===== config.mk =====
export PLATFORM = sky130hd
export DESIGN_NAME = video_sync_generator
export DESIGN_NICKNAME = d
export VERILOG_FILES = /design/src/rtl/video_sync_generator.sv
export SDC_FILE = /design/constraint.sdc
export NUM_CORES = 1
export LEC_CHECK = 0
export CAP_MARGIN = 20
export CORE_ASPECT_RATIO = 1.25
export CORE_MARGIN = 1.5
export CORE_UTILIZATION = 54
export CTS_CLUSTER_DIAMETER = 80
export DETAILED_ROUTE_END_ITERATION = 7
export GPL_TIMING_DRIVEN = 1
export PLACE_DENSITY_LB_ADDON = 0.1
export SETUP_SLACK_MARGIN = 0.05
export SLEW_MARGIN = 20
export SYNTH_ARGS = -nofsm -noshare
export SYNTH_HDL_FRONTEND = slang
export SYNTH_SLANG_ARGS = --single-unit

===== constraint.sdc =====
create_clock -name clk -period 9.9 [get_ports clk]
set_input_delay 0.99 -clock clk [delete_from_list [all_inputs] [get_ports clk]]
set_output_delay 0.99 -clock clk [all_outputs]
set_load 0.02 [all_outputs]

===== src/rtl/video_sync_generator.sv =====
// Raster timing generator: pixel/line counters driven by one of four preset timing sets
// or a programmable user set, with registered syncs, blanking, interrupts and blanked RGB.
module video_sync_generator #(
   parameter int CW   = 9,
   parameter int PIXW = 3
) (
   input  logic            clk,
   input  logic            rst_n,
   input  logic            clken,
   input  logic [2:0]      mode,
   input  logic            cfg_we,
   input  logic [3:0]      cfg_addr,
   input  logic [CW-1:0]   cfg_data,
   input  logic            rasterint_enable,
   input  logic            vretraceint_disable,
   input  logic [CW-1:0]   raster_line,
   input  logic [PIXW-1:0] ri,
   input  logic [PIXW-1:0] gi,
   input  logic [PIXW-1:0] bi,
   output logic [CW-1:0]   hcnt,
   output logic [CW-1:0]   vcnt,
   output logic [PIXW-1:0] ro,
   output logic [PIXW-1:0] go,
   output logic [PIXW-1:0] bo,
   output logic            hsync,
   output logic            vsync,
   output logic            csync,
   output logic            hblank,
   output logic            vblank,
   output logic            int_n,
   output logic            raster_int_in_progress,
   output logic            frame_start,
   output logic [2:0]      mode_active
);

   localparam int NREG = 13;

   // Register order: end_h, end_v, hblank_b/e, hsync_b/e, vblank_b/e, vsync_b/e, vcint, hcint_b/e
   function automatic logic [CW-1:0] preset_val(input logic [2:0] m, input int idx);
      int v;
      v = 0;
      case (idx)
         0:  v = (m == 3'd1) ? 455 : 447;
         1:  v = (m == 3'd1) ? 310 : (m == 3'd2) ? 319 : (m == 3'd3) ? 261 : 311;
         2:  v = 320;
         3:  v = (m == 3'd2) ? 383 : 415;
         4:  v = (m == 3'd2) ? 320 : 344;
         5:  v = (m == 3'd2) ? 351 : 375;
         6:  v = (m == 3'd2) ? 240 : (m == 3'd3) ? 216 : 248;
         7:  v = (m == 3'd2) ? 271 : (m == 3'd3) ? 223 : 255;
         8:  v = (m == 3'd2) ? 240 : (m == 3'd3) ? 216 : 248;
         9:  v = (m == 3'd2) ? 255 : (m == 3'd3) ? 219 : 251;
         10: v = (m == 3'd2) ? 239 : (m == 3'd3) ? 216 : 248;
         11: v = (m == 3'd1) ? 6   : (m == 3'd2) ? 326 : 4;
         12: v = (m == 3'd1) ? 69  : (m == 3'd2) ? 397 : 67;
         default: v = 0;
      endcase
      return CW'(v);
   endfunction

   function automatic logic in_win(input logic [CW-1:0] c, input logic [CW-1:0] b,
                                   input logic [CW-1:0] e);
      return (c >= b) && (c <= e);
   endfunction

   logic [CW-1:0]   shadow_reg [NREG];
   logic [CW-1:0]   act_reg    [NREG];
   logic [CW-1:0]   shadow_wr  [NREG];
   logic [CW-1:0]   set_next   [NREG];
   logic [CW-1:0]   preset_48k [NREG];
   logic [CW-1:0]   hc_reg, vc_reg;
   logic [PIXW-1:0] ro_reg, go_reg, bo_reg;
   logic            hsync_reg, vsync_reg, csync_reg, hblank_reg, vblank_reg;
   logic            int_n_reg, raster_reg, frame_start_reg;
   logic [2:0]      mode_active_reg;
   logic [2:0]      mode_eff;

   assign mode_eff = (mode > 3'd4) ? 3'd0 : mode;

   // Shadow view with the current write folded in, so a write on the wrap tick is copied.
   for (genvar gi = 0; gi < NREG; gi++) begin : g_set
      assign shadow_wr[gi]  = (cfg_we && (cfg_addr == 4'(gi))) ? cfg_data : shadow_reg[gi];
      assign set_next[gi]   = (mode_eff == 3'd4) ? shadow_wr[gi] : preset_val(mode_eff, gi);
      assign preset_48k[gi] = preset_val(3'd0, gi);
   end

   logic [CW-1:0] end_h, end_v, raster_tgt;
   logic          h_end, v_end, wrap;
   logic          hb_win, hs_win, vb_win, vs_win, retrace_hit, raster_hit, blank;

   assign end_h = act_reg[0];
   assign end_v = act_reg[1];
   assign h_end = hc_reg >= end_h;
   assign v_end = vc_reg >= end_v;
   assign wrap  = h_end && v_end;

   assign hb_win = in_win(hc_reg, act_reg[2], act_reg[3]);
   assign hs_win = in_win(hc_reg, act_reg[4], act_reg[5]);
   assign vb_win = in_win(vc_reg, act_reg[6], act_reg[7]);
   assign vs_win = in_win(vc_reg, act_reg[8], act_reg[9]);
   assign blank  = hb_win || vb_win;

   assign retrace_hit = !vretraceint_disable && (vc_reg == act_reg[10])
                        && in_win(hc_reg, act_reg[11], act_reg[12]);

   // Raster line 0 means "the last line of the frame", otherwise fire one line early.
   assign raster_tgt = (raster_line == '0) ? end_v : raster_line - CW'(1);
   assign raster_hit = rasterint_enable && (raster_line <= end_v) && (vc_reg == raster_tgt)
                       && in_win(hc_reg, CW'(256), CW'(319));

   always_ff @(posedge clk) begin
      if (!rst_n) begin
         hc_reg          <= '0;
         vc_reg          <= '0;
         hsync_reg       <= 1'b1;
         vsync_reg       <= 1'b1;
         csync_reg       <= 1'b1;
         hblank_reg      <= 1'b0;
         vblank_reg      <= 1'b0;
         int_n_reg       <= 1'b1;
         raster_reg      <= 1'b0;
         frame_start_reg <= 1'b0;
         mode_active_reg <= 3'd0;
         ro_reg          <= '0;
         go_reg          <= '0;
         bo_reg          <= '0;
         for (int i = 0; i < NREG; i++) begin
            shadow_reg[i] <= preset_48k[i];
            act_reg[i]    <= preset_48k[i];
         end
      end else begin
         for (int i = 0; i < NREG; i++) begin
            shadow_reg[i] <= shadow_wr[i];
         end
         frame_start_reg <= 1'b0;
         if (clken) begin
            frame_start_reg <= wrap;
            if (h_end) begin
               hc_reg <= '0;
               vc_reg <= v_end ? '0 : vc_reg + CW'(1);
            end else begin
               hc_reg <= hc_reg + CW'(1);
            end
            if (wrap) begin
               for (int i = 0; i < NREG; i++) begin
                  act_reg[i] <= set_next[i];
               end
               mode_active_reg <= mode_eff;
            end
            hsync_reg  <= ~hs_win;
            vsync_reg  <= ~vs_win;
            csync_reg  <= ~(hs_win || vs_win);
            hblank_reg <= hb_win;
            vblank_reg <= vb_win;
            int_n_reg  <= ~(retrace_hit || raster_hit);
            raster_reg <= raster_hit;
            ro_reg     <= blank ? '0 : ri;
            go_reg     <= blank ? '0 : gi;
            bo_reg     <= blank ? '0 : bi;
         end
      end
   end

   assign hcnt                   = hc_reg;
   assign vcnt                   = vc_reg;
   assign ro                     = ro_reg;
   assign go                     = go_reg;
   assign bo                     = bo_reg;
   assign hsync                  = hsync_reg;
   assign vsync                  = vsync_reg;
   assign csync                  = csync_reg;
   assign hblank                 = hblank_reg;
   assign vblank                 = vblank_reg;
   assign int_n                  = int_n_reg;
   assign raster_int_in_progress = raster_reg;
   assign frame_start            = frame_start_reg;
   assign mode_active            = mode_active_reg;

endmodule


Word level (Yosys, flattened, before mapping)
Memory sizes are Yosys's and may differ from the RTL's.
Cells that the tools add are included.
{ "op_classes": {"addsub": 3, "multipliers": 0, "div_mod_pow": 0, "order_cmp": 16, "n_eq_ne": 18, "shift": 0, "muxes": 83, "bitwise": 30, "n_reduce_logical": 34} }
{ "ops": {"columns": ["op", "n"], "rows": [
  ["$mux W9", 61],
  ["$ge A9 B9 Y1", 7],
  ["$le A9 B9 Y1", 6],
  ["$mux W6", 9],
  ["$or A1 B1 Y1", 26],
  ["$logic_and A1 B1 Y1", 25],
  ["$eq A4 B4 Y1 const B", 5],
  ["$add A9 B1 Y9 const B", 2],
  ["$eq A9 B9 Y1", 2],
  ["$eq A4 B3 Y1 const B", 4],
  ["$mux W3", 4],
  ["$ge A9 B9 Y1 const B", 1],
  ["$le A9 B9 Y1 const B", 1],
  ["$logic_not A9 Y1", 1],
  ["$sub A9 B1 Y9 const B", 1],
  ["$eq A4 B2 Y1 const B", 2],
  ["$mux W8", 1],
  ["$mux W7", 1],
  ["$eq A3 B2 Y1 const B", 2],
  ["$mux W1", 6],
  ["$reduce_and A2 Y1", 3],
  ["$mux W5", 1],
  ["$eq A4 B1 Y1 const B", 1],
  ["$logic_not A4 Y1", 1],
  ["6 further kinds", 11]
]} }
{ "word_totals": {"regBits": 38, "latchBits": 0, "ramBits": 234, "romBits": 0, "inputBits": 40, "output_inout_bits": 38, "word_cells": 200, "memories": 2} }
{ "mem_list": {"columns": ["memory", "words", "word_bits", "rd", "rd_ports_with_merged_regs", "wr", "line_no", "rtl"], "rows": [
  ["act_reg", 13, 9, 13, 0, 13, "67", "logic [CW-1:0] act_reg [NREG];"],
  ["shadow_reg", 13, 9, 13, 0, 13, "66", "logic [CW-1:0] shadow_reg [NREG];"]
]} }

Longest topological paths before layout
{ "logic_depth": {"word_depth": 8, "ltp_mapped": 11, "mapped_depth_nobuf": 10} }

Worst setup path after synthesis
OpenSTA, ideal clock, no wires.
{ "synth_path": {"kind": "register to register", "start": "reg hc_reg[0] (netlist: hcnt[0])", "end": "mem act_reg[0][0], enable pin", "setup_ps": 759, "arrival_time_ps": 9979, "t_required_ps": 9141, "setup_slack_ps": -837, "path_stages_with_launch": 9, "n_path_buf": 0, "period_less_slack_ps": 10737, "cell_sequence": "dfxtp_1 -> inv_1 -> ha_1 -> nand2b_1 -> a21o_1 -> a21oi_1 -> o21ai_0 -> nand3_1 -> o21ai_0"} }
{ "synth_lines": {"columns": ["element", "line_no", "rtl"], "rows": [
  ["start, declared", "71", "logic [CW-1:0] hc_reg, vc_reg;"],
  ["start signal, assigned", "142", "hc_reg <= hc_reg + CW'(1);"],
  ["end, declared", "67", null]
]} }

==> metrics.csv <==
stage;metric;value;unit
run_status;status;finished clean;
drt;drc;0;
critical_path;rrSetupSlack;5.72;ns
critical_path;reg2reg_depth;11;
finish;n_antenna_cell;0;
cts;clock_path_buffers;3;
synthesis;async_flop_share;0;%
drt;wl;34000;um
synthesis;synthCells;1324;
global_routing;met2_usage;44.7;%
cts;cts_tree;built;
critical_path;crit_required;10.07;ns
flow_run;max-cap-violations;0;
floorplan;io_pins;78;
sta;fin_crit_sh;42.2;%
finish;synthToLayoutAreaGrowth;15.0;%
synthesis;synth-xor-area-share;1.74;%
synthesis;syn_area;13600;um^2
drt;detail_route.wl_per_cell;19.5;um
power_and_ir_drop;cellPowerDensity;154;nW/um^2
hold_path;hp-class;flip-flop to flip-flop;
synthesis;muxShareOfSynthArea;9.06;%
sta;relSlewSlack;28.3;%
critical_path;critPathArrivalTime;4.35;ns
cts;clkLatencyLatePin;0.56;ns
critical_path;rr_endpoint;act_reg[0][56]$_SDFFCE_PN0P_;
drt;drt-initial-drc-count;416;
global_routing;grt.total_usage;26.5;%
synthesis;yosysUniqueCellTypes;65;
finish;drive_above_1_share;5.81;%
finish;mostFrequentLayoutCells;nand2_1, dfxtp_1, mux2i_1, ha_1, edfxtp_1;
finish;nets;1551;
place;port_buffers;77;
critical_path;path_class;flip-flop to flip-flop;
synthesis;avgSynthCellArea;10.3;um^2
sta;setup_violations;0;
hold_path;hp-start;raster_int_in_progress$_SDFFE_PN0P_;
floorplan;die_area;26100;um^2
sta;worstMarginPinSlew;1.08;ns
place;place_ws;5.52;ns
finish;utilization;63.5;%
cts;htreeDepth;1;
global_routing;grt_use_met1;35.5;%
synthesis;synth_warnings;0;
place;place.gp.congestion;0.891;
cts;ctsResizeCount;0;
synthesis;synth_nets;1486;
floorplan;die-height;180;um
global_routing;grt_first_pass_wirelength;52600;um
sta;setup_slack;5.72;ns
critical_path;start_kind;flip-flop;
cts;cts_buffers;28;
floorplan;core-area;24600;um^2
global_routing;grt_max_degree;111;
cts;hold_buffers;0;
power_and_ir_drop;p_total;0.00240;W
drt;antenna_left;0;
critical_path;crit_fanout;70;
synthesis;synth-adder-area-share;11.2;%
cts;clockRootBuffer;clkbuf_16;
finish;final_common_cell;nand2_1;
sta;tns;0;ns
cts;clk_pin_slew;0.06;ns
synthesis;synth_top_family_by_area;simple AND/OR/NAND/NOR gates;
power_and_ir_drop;vdd_drop_max;0.125;mV
synthesis;synth_compound_area_share;9.44;%
place;placed_area;14700;um^2
sta;final_max_slew_viol_count;0;
floorplan;die_w;145;um
synthesis;synth-seq-cells;272;
place;dpl.hpwl;22600;um
floorplan;start_util;55.3;%
synthesis;synth-simple-area-share;15.0;%
global_routing;grtUsageMet3;3.32;%
synthesis;synth_ff_type;dfxtp_1;
synthesis;ys_seq_area_share;48.7;%
critical_path;critPathCaptureType;flip-flop;
global_routing;grt_pass1_vias;9400;
drt;vias;9673;
power_and_ir_drop;leakagePower;6.75;nW
sta;min_period;4.18;ns
sta;fmax;0.239;GHz
global_routing;antenna_found_initial;0;
global_routing;overflow;0;
hold_path;worst_hold_path.endpoint;raster_int_in_progress$_SDFFE_PN0P_;
critical_path;reg2reg_from;hcnt[0]$_SDFFE_PN0P_;
floorplan;rows;64;
cts;cts.sinks;272;
hold_path;hold_path_depth;1;
sta;finClkSkew;0.0210;ns
sta;finalHoldViolations;0;
sta;rsz0062_at_grt;false;
cts;post_cts_buffers;0;
drt;dr.pass1.iters;6;
finish;stdcell_area;15600;um^2
global_routing;busiest_layer;met2;
drt;vias_per_cell;5.56;
synthesis;synth_edf_count;117;
-- worst max-delay path by stage --
stage | start | to | cells past startpoint
2_1_floorplan | hcnt[0]$_SDFFE_PN0P_ | act_reg[0][0]$_SDFFCE_PN1P_ | 8
3_3_place_gp | clken | act_reg[0][11]$_SDFFCE_PN1P_ | 6
3_5_place_dp | clken | act_reg[0][11]$_SDFFCE_PN1P_ | 6
4_1_cts | hcnt[0]$_SDFFE_PN0P_ | act_reg[0][63]$_SDFFCE_PN1P_ | 11
5_1_grt | hcnt[0]$_SDFFE_PN0P_ | act_reg[0][57]$_SDFFCE_PN1P_ | 11
6_report | hcnt[0]$_SDFFE_PN0P_ | act_reg[0][56]$_SDFFCE_PN0P_ | 11
-- area by class of cell --
cell class / count / area [um^2]
fill: 2076 / 8960
sequential: 272 / 6620
multi-input combinational: 880 / 6330
timing repair buffer: 96 / 915
clock buffer: 32 / 736
inverter: 111 / 417
tap: 330 / 413
clock inverter: 20 / 193
-- Yosys cell counts, types with 7 or more instances --
master       n  area share [%]
nand3b_1     9            0.50
o2111ai_1    7            0.45
and2_1       9            0.41
o21ai_0     52             1.9
nor2_1      67             1.9
nand3_1     25            0.92
dfxtp_1    155              23
a211oi_1     9            0.50
ha_1       122              11
nor2b_1     62             2.9
and3_1       7            0.32
a22o_1       9            0.58
edfxtp_1   117              26
clkbuf_1    55             1.5
inv_1      111             3.1
xor2_1      16             1.0
a2111oi_0    8            0.52
a21oi_1     36             1.3
nand2_1    166             4.6
nand2b_1    18            0.83
a21o_1      18            0.99
xnor2_1     11            0.71
mux2i_1    123             9.1
o21a_1      15            0.83
nor3_1      16            0.59
nand4_1     12            0.55
-- worst max-delay path, cell delays in order, from the launching register on --
cell and delay (ns):
dfxtp_1 0.43, inv_1 0.23, ha_1 0.34, nand2b_1 0.09
a21o_1 0.11, a21oi_1 0.06, o21ai_0 0.16, buf_4 0.14
nand3_1 0.48, o21ai_4 0.30, buf_4 0.56, buf_4 0.84
-- through the flow --
step	cells	hold WS [ns]
floorplan	1324	0.433
global placement	1688	0.434
detailed placement	1688	0.440
CTS	1740	0.456
global route	1741	0.474
finish	1741	0.453
-- report_power, final --
part / internal [W] / switching [W]
combinational: 0.0000573 / 0.0000914
clock: 0.000593 / 0.000464
sequential: 0.00118 / 0.00000795
-- per-layer routing --
layer	up-vias	part of all wire, %	wire length [um]
met4	0	2.6	873
met3	51	5.1	1750
met5	-	0	0
li1	4775	-	-
met1	4638	44	15000
met2	209	48	16400
-- cells by family after synthesis --
group,after synthesis
AND/OR/NAND/NOR,416
flip-flops,272
AO/OA/AOI/OAI,192
buffers and inverters,172
multiplexers,123
adder cells (fa/ha/maj),122
XOR/XNOR,27
Power figures use the tool's default switching activity.
